**config.mk**
```make
export PLATFORM = sky130hd
export DESIGN_NAME = ram_cmd_master
export DESIGN_NICKNAME = d
export VERILOG_FILES = /design/src/rtl/ram_cmd_master_pkg.sv /design/src/rtl/ram_cmd_master.sv
export SDC_FILE = /design/constraint.sdc
export NUM_CORES = 1
export LEC_CHECK = 0
export CORE_MARGIN = 2
export CORE_UTILIZATION = 45
export DETAILED_ROUTE_END_ITERATION = 8
export GPL_TIMING_DRIVEN = 0
export PLACE_DENSITY_LB_ADDON = 0.2
export REMOVE_ABC_BUFFERS = 1
export SKIP_LAST_GASP = 1
export SLEW_MARGIN = 20
export SYNTH_ARGS = -nofsm -noshare
export SYNTH_HDL_FRONTEND = slang
export SYNTH_SLANG_ARGS = --single-unit
```
**constraint.sdc**
```tcl
create_clock -name clk -period 2.6 [get_ports clk]
set_clock_uncertainty 0.2 [all_clocks]
set_input_delay 0.39 -clock clk [delete_from_list [all_inputs] [get_ports clk]]
set_output_delay 0.39 -clock clk [all_outputs]
set_load 0.03 [all_outputs]
```
**src/rtl/ram_cmd_master_pkg.sv**
```systemverilog
// Shared definitions for the RAM command master: command opcodes and FSM states.
package RAM_shared_pkg;

    localparam logic [1:0] WR_ADDR = 2'b00;
    localparam logic [1:0] WR_DATA = 2'b01;
    localparam logic [1:0] RD_ADDR = 2'b10;
    localparam logic [1:0] RD_DATA = 2'b11;

    typedef enum logic [2:0] {
        IDLE = 3'd0,
        ADDR = 3'd1,
        DATA = 3'd2,
        WAIT = 3'd3,
        RESP = 3'd4
    } state_t;

endpackage

```
**src/rtl/ram_cmd_master.sv**
```systemverilog
// Request/response front end that serialises each access into an address word and
// a data word for the RAM, then waits (bounded) for read data before responding.
module ram_cmd_master
    import RAM_shared_pkg::*;
#(
    parameter int ADDR_SIZE = 8,
    parameter int TIMEOUT   = 16
) (
    input  logic                 clk,
    input  logic                 rst,
    input  logic                 req_valid,
    output logic                 req_ready,
    input  logic                 req_wr,
    input  logic [ADDR_SIZE-1:0] req_addr,
    input  logic [ADDR_SIZE-1:0] req_wdata,
    output logic [ADDR_SIZE+1:0] din,
    output logic                 rx_valid,
    input  logic                 tx_valid,
    input  logic [ADDR_SIZE-1:0] dout,
    output logic                 rsp_valid,
    output logic [ADDR_SIZE-1:0] rsp_rdata,
    output logic                 rsp_err,
    output logic                 busy
);

    localparam int CNT_W = $clog2(TIMEOUT + 1);
    localparam logic [CNT_W-1:0] CNT_LAST = CNT_W'(TIMEOUT - 1);

    state_t               state;
    logic                 wr_q;
    logic [ADDR_SIZE-1:0] addr_q;
    logic [ADDR_SIZE-1:0] wdata_q;
    logic [CNT_W-1:0]     wait_cnt;

    // Outputs are updated on the edge that enters a state, so each state's
    // values are visible for exactly the cycle spent in that state.
    always_ff @(posedge clk) begin
        if (rst) begin
            state     <= IDLE;
            wr_q      <= 1'b0;
            addr_q    <= '0;
            wdata_q   <= '0;
            wait_cnt  <= '0;
            din       <= '0;
            rx_valid  <= 1'b0;
            rsp_valid <= 1'b0;
            rsp_rdata <= '0;
            rsp_err   <= 1'b0;
            busy      <= 1'b0;
            req_ready <= 1'b1;
        end else begin
            rx_valid  <= 1'b0;
            rsp_valid <= 1'b0;
            case (state)
                IDLE: begin
                    if (req_valid) begin
                        wr_q      <= req_wr;
                        addr_q    <= req_addr;
                        wdata_q   <= req_wdata;
                        din       <= {(req_wr ? WR_ADDR : RD_ADDR), req_addr};
                        rx_valid  <= 1'b1;
                        req_ready <= 1'b0;
                        busy      <= 1'b1;
                        state     <= ADDR;
                    end
                end
                ADDR: begin
                    din      <= wr_q ? {WR_DATA, wdata_q} : {RD_DATA, {ADDR_SIZE{1'b0}}};
                    rx_valid <= 1'b1;
                    state    <= DATA;
                end
                DATA: begin
                    if (wr_q) begin
                        rsp_valid <= 1'b1;
                        rsp_err   <= 1'b0;
                        state     <= RESP;
                    end else begin
                        wait_cnt <= '0;
                        state    <= WAIT;
                    end
                end
                WAIT: begin
                    if (tx_valid) begin
                        rsp_rdata <= dout;
                        rsp_err   <= 1'b0;
                        rsp_valid <= 1'b1;
                        state     <= RESP;
                    end else if (wait_cnt == CNT_LAST) begin
                        rsp_rdata <= '0;
                        rsp_err   <= 1'b1;
                        rsp_valid <= 1'b1;
                        state     <= RESP;
                    end else begin
                        wait_cnt <= wait_cnt + 1'b1;
                    end
                end
                RESP: begin
                    req_ready <= 1'b1;
                    busy      <= 1'b0;
                    state     <= IDLE;
                end
                default: begin
                    req_ready <= 1'b1;
                    busy      <= 1'b0;
                    state     <= IDLE;
                end
            endcase
        end
    end

endmodule

```
==> results of run 1 <==
==> layout make-up <==
type                    count  area [um2]
fillers                   325        1156
inverters                  12       45.04
well taps                  46       57.56
clock inverters             2       60.06
flip-flops and latches     40       800.8
multi-input cells         116       700.7
clock buffers               5       37.54
repair buffers             51       505.5
==> worst min-delay path, cell delays in order, from the launching register on <==
cell	delay [ns]
dfxtp_1	0.33
nand2_1	0.05
nand2_1	0.04
==> metrics by stage <==
stage | hold slack, ns | worst slack, ns | cell area, um2
final | 0.2538 | 0.4716 | 2207
after global placement | 0.2311 | -0.09696 | 2115
after CTS | 0.2564 | 0.2411 | 2212
after global routing | 0.2703 | 0.3104 | 2207
after detailed placement | 0.2390 | -0.1188 | 2115
after floorplan | 0.2297 | 0.6721 | 1546
==> registers in the layout (all words and copies together), names as in the netlist <==
| name | cells |
|---|---|
| rsp_valid | 1 |
| rsp_rdata | 8 |
| state | 3 |
| wr_q | 1 |
| wait_cnt | 5 |
| rx_valid | 1 |
| req_ready | 1 |
| din | 10 |
| wdata_q | 8 |
| busy | 1 |
| rsp_err | 1 |
==> cells by family (layout without fill, tap and decap cells) <==
| kind of cell | count (synthesis) | after routing | share of synthesized area, % |
|---|---|---|---|
| and+or+nand+nor | 69 | 69 | 21.89 |
| AOI/OAI and AO/OA | 44 | 44 | 19.92 |
| DFF | 40 | 40 | 50.39 |
| buffers and inverters | 19 | 70 | 5.511 |
| adders and majority gates | 2 | 2 | 1.575 |
| muxes | 1 | 1 | 0.7086 |
==> layout by cell type (no fill, tap or decap), types with 2 or more instances in the layout <==
master            n
a222oi_1          8
inv_1            12
ha_1              2
clkdlybuf4s50_1  50
nand2_1          24
or2_2             2
a21oi_1          12
nor2b_1           3
dfxtp_1          40
o21ai_0           5
nor3_1            4
clkbuf_4          5
nor2_1           16
nand2b_1          2
nand3b_1          3
a22oi_1           9
bufinv_16         2
and3_1            2
nand3_1           4
==> worst paths after layout <==
path	start	to	slack, ns	cells after the start
worst max register to register	wait_cnt[0]	wait_cnt[3]	0.47	7
worst min register to register	req_ready	req_ready	0.25	2
worst max-delay path	wait_cnt[0]	wait_cnt[3]	0.47	7
worst min-delay path	req_ready	req_ready	0.25	2
==> per-layer routing <==
layer / vias to the layer above / track usage [%]
li1: 725 / -
met1: 677 / 21.44
met2: 47 / 35.26
met3: 7 / 5.000
met4: 0 / 7.337
met5: - / 0
==> power by group <==
part	switching (mW)	internal, mW
registers	0.0294	0.651
logic	0.135	0.120
clock network	0.193	0.294
==> cells in the mapped netlist, types with 2 or more instances <==
cell / instances / area (um2)
buf_4: 2 / 15.01
nor2_1: 16 / 60.06
nor3_1: 4 / 20.02
inv_1: 12 / 45.04
clkbuf_1: 2 / 7.510
a222oi_1: 8 / 80.08
a22oi_1: 9 / 67.56
nand3_1: 4 / 20.02
o21ai_0: 5 / 25.02
nand2_1: 24 / 90.09
nand2b_1: 2 / 12.51
dfxtp_1: 40 / 800.8
nor2b_1: 3 / 18.77
nand3b_1: 3 / 22.52
a21oi_1: 12 / 60.06
and3_1: 2 / 12.51
ha_1: 2 / 25.02
or2_2: 2 / 12.51
==> flow_summary.ini, run 1 <==
[run_status]
outcome = completed

[setup_path]
worstSetupStartpointType = flip-flop
critPathMostFrequentCell = ha_1
critPathBufInv = 0
slowest_delay_ns = 0.38
endpoint_kind = flip-flop
critical_path.top_delay_family = compound AO/OA/AOI/OAI gates
arrival_ns = 2.17
criticalPathCategory = reg2reg
cp.required_ns = 2.64
critPathSlowestCell = dfxtp_1
path_cells = ha_1 -> and3_1 -> ha_1 -> nor3b_1 -> o21bai_1 -> a22o_1 -> o2bb2ai_1
worstPathMaxFanout = 6

[floorplan]
design.core.area_mm2 = 0.003363
initial_utilization_pct = 47.25
die-area_mm2 = 0.004023
fp.dieH_um = 63.43
row_count = 21
io_pins = 52
die_w_um = 63.43

[cts]
cts_root_buf = clkbuf_4
cts_hold_buf = 0
cts-htree-levels = 2
cts_tree = done
clock_latency_ns = 0.34
clk_pin_slew_ns = 0.12
ctsResizeCount = 0
postCtsSetupBuffers = 0
cts_made_buffers = 5
cts_buffer_depth = 2
cts.sinks = 40

[timing]
post-route-period-util_pct = 81.86
slew_headroom_pct = 61.60
timing.fmax_mhz = 469.8
period_needed_ns = 2.128
hold_viol_final = 0
setup_viol = 0
rsz0062_at_grt = false
setup_tns_ns = 0
worst_pin_slew_ns = 0.5721
final_max_slew_viol_count = 0

[placed_design]
place_congestion = 0.7818
placed_cells = 265
io_buffer_count = 51
hpwl_um = 2652

[synth]
async_flop_share_pct = 0
ys_seq_elements = 40
netlist_area_mm2 = 0.001589
netlist_instances = 175
synth_enable_flop_cells = 0
yosysWarnings = 0
avgSynthCellArea_um2 = 9.080
synth-main-ff-cell = dfxtp_1
ys_seq_area_share_pct = 50.39
synthDistinctLibCells = 41

[cells_and_area]
utilization_pct = 65.63
layout.nets = 257
fin_cells = 272
diodes = 0
area_growth_pct = 38.90
drive_gt1_share_pct = 7.522

[detailed_routing]
routed-wl-met2_um = 1861
routed_wl_um = 3650
drtIter0Drc = 87
wl_met1_um = 1515
wl_met3_um = 218
final_antenna_net_count = 0
vias_per_cell = 5.353
dr.max_layer_used = met4
firstDrtPassIters = 5
vias = 1456
post_drt_wl_per_cell_um = 13.42
drcViolationCount = 0

[power_and_ir_drop]
p_per_area_mw_per_mm2 = 644.8
p_leak_nw = 0.8594
power.total_mw = 1.423
irDropWorstVdd_mv = 0.3025

[worst_hold_path]
hp-class = reg2reg

[global_route]
grt_max_degree = 31
gr-total-overflow = 0
grt_pass1_vias = 1439
grt_pass1_wl_um = 6230
grtUsageTotal_pct = 19.39
antenna_found_initial = 0

[flow_run]
drv_cap = 0
No activity file was read; power rests on OpenSTA's default activity.
==> run 2: changes to the inputs <==
- clock period: 2.6 -> 2 ns (I/O delays scaled with it)
==> flow_summary.ini, run 2 (synthesis gave the netlist of run 1 again) <==
[power_and_ir_drop]
p_leak_nw = 0.8702
power.share.switching_pct = 25.20
irDropWorstVdd_mv = 0.4103
p_int_mw = 1.391
switching_power_mw = 0.4686
p_per_area_mw_per_mm2 = 817.2
p_comb_share_pct = 18.5
power.total_mw = 1.860
clkPwrFrac_pct = 34.0
p_seq_share_pct = 47.5

[global_route]
grt_pass1_wl_um = 6285
grt_max_degree = 31
grtUsageTotal_pct = 19.62
grt_pass1_vias = 1445
gr-total-overflow = 0
antenna_found_initial = 0

[setup_path]
path_cells = ha_1 -> and3_4 -> ha_4 -> nor3b_4 -> o21bai_2 -> a22o_1 -> o2bb2ai_1
criticalPathCategory = reg2reg
critical_path.top_delay_family = compound AO/OA/AOI/OAI gates
worstPathMaxFanout = 6
critPathBufInv = 0
cp.required_ns = 2.04
rrSetupSlack_ns = 0.07
slowest_delay_ns = 0.37
arrival_ns = 1.98
critPathSlowestCell = dfxtp_4
endpoint_kind = flip-flop
worstSetupStartpointType = flip-flop

[detailed_routing]
firstDrtPassIters = 4
vias_per_cell = 5.296
post_drt_wl_per_cell_um = 13.73
drcViolationCount = 0
final_antenna_net_count = 0
routed_wl_um = 3761
vias = 1451
drtIter0Drc = 72

[cells_and_area]
area_growth_pct = 43.23
drive_gt1_share_pct = 11.84
regMostFlops = din
fillerInstances = 312
diodes = 0
largest_register_ffs = 10
fin_area_mm2 = 0.002276
layout.nets = 259
fin_cells = 274
layout_commonest_cell = clkdlybuf4s50_1
reg.largest.list = din (10), rsp_rdata (8), wdata_q (8)
layout_common_cells = 50 x clkdlybuf4s50_1, 39 x dfxtp_1, 24 x nand2_1

[timing]
setup_viol = 0
worst_pin_slew_ns = 0.6055
period_needed_ns = 1.933
worst_slack_ns = 0.06727
timing.fmax_mhz = 517.4
slew_headroom_pct = 59.64
final_max_slew_viol_count = 0
post-route-period-util_pct = 96.64
whs_ns = 0.2381
hold_viol_final = 0

[placed_design]
pre_cts_ws_ns = -0.6288
place_congestion = 0.7818
dpl_cell_area_mm2 = 0.002115
io_buffer_count = 51
hpwl_um = 2652
placed_cells = 265

[cts]
cts_made_buffers = 5
cts_buffer_depth = 2
cts-htree-levels = 2
cts_root_buf = clkbuf_4
cts_tree = done
cts.sinks = 40
clock_latency_ns = 0.34
clk_pin_slew_ns = 0.12

[floorplan]
initial_utilization_pct = 47.25
design.core.area_mm2 = 0.003363
fp.dieH_um = 63.43
die_w_um = 63.43
row_count = 21
io_pins = 52
die-area_mm2 = 0.004023

[worst_hold_path]
hp-class = in2reg

[run_status]
outcome = completed

[flow_run]
drv_cap = 0
run 2: area by class of cell:
type	instances	area, um2	area share, %
Sequential cell	40	804.5	35.35
Inverter	12	45.04	1.979
Timing Repair Buffer	53	520.5	22.87
Clock buffer	5	37.54	1.649
Clock inverter	2	60.06	2.639
Tap cell	46	57.56	2.529
Multi-Input combinational cell	116	750.7	32.99
run 2: per-stage QoR:
| stage | TNS, ns | util, % |
|---|---|---|
| global placement | -8.948 | 62.87 |
| global route | -0.01383 | 67.67 |
| floorplan | 0 | - |
| CTS | -0.6683 | 66.07 |
| detailed placement | -10.41 | 62.87 |
| finish | 0 | 67.67 |
run 2: final timing paths:
path          startpoint           end  cells after the start
min                  rst  rsp_rdata[7]                      2
min reg2reg    req_ready     req_ready                      2
max reg2reg  wait_cnt[0]   wait_cnt[3]                      7
max          wait_cnt[0]   wait_cnt[3]                      7
run 2: metal layers:
layer	routed length, um	track usage, %	vias up
met3	213	5.000	5
met1	1520	22.03	678
met5	0	0	-
li1	-	-	730
met4	49	7.337	0
met2	1978	35.39	38
run 2: power by group through the flow:
stage                     Sequential, mW  Clock (mW)  Combinational (mW)
after detailed placement           0.902           0               0.334
final                              0.884       0.632               0.343
after floorplan                    0.952           0               0.125
after global routing               0.892       0.682               0.370
after global placement             0.900           0               0.327
after CTS                          0.885       0.644               0.336
run 2: repair_timing:
action                                  CTS  global route
endpoints found under the setup margin   22            15
pin swaps                                 0             2
setup buffers                             0             2
gates resized for setup                   3            10
hold buffers                              0             0
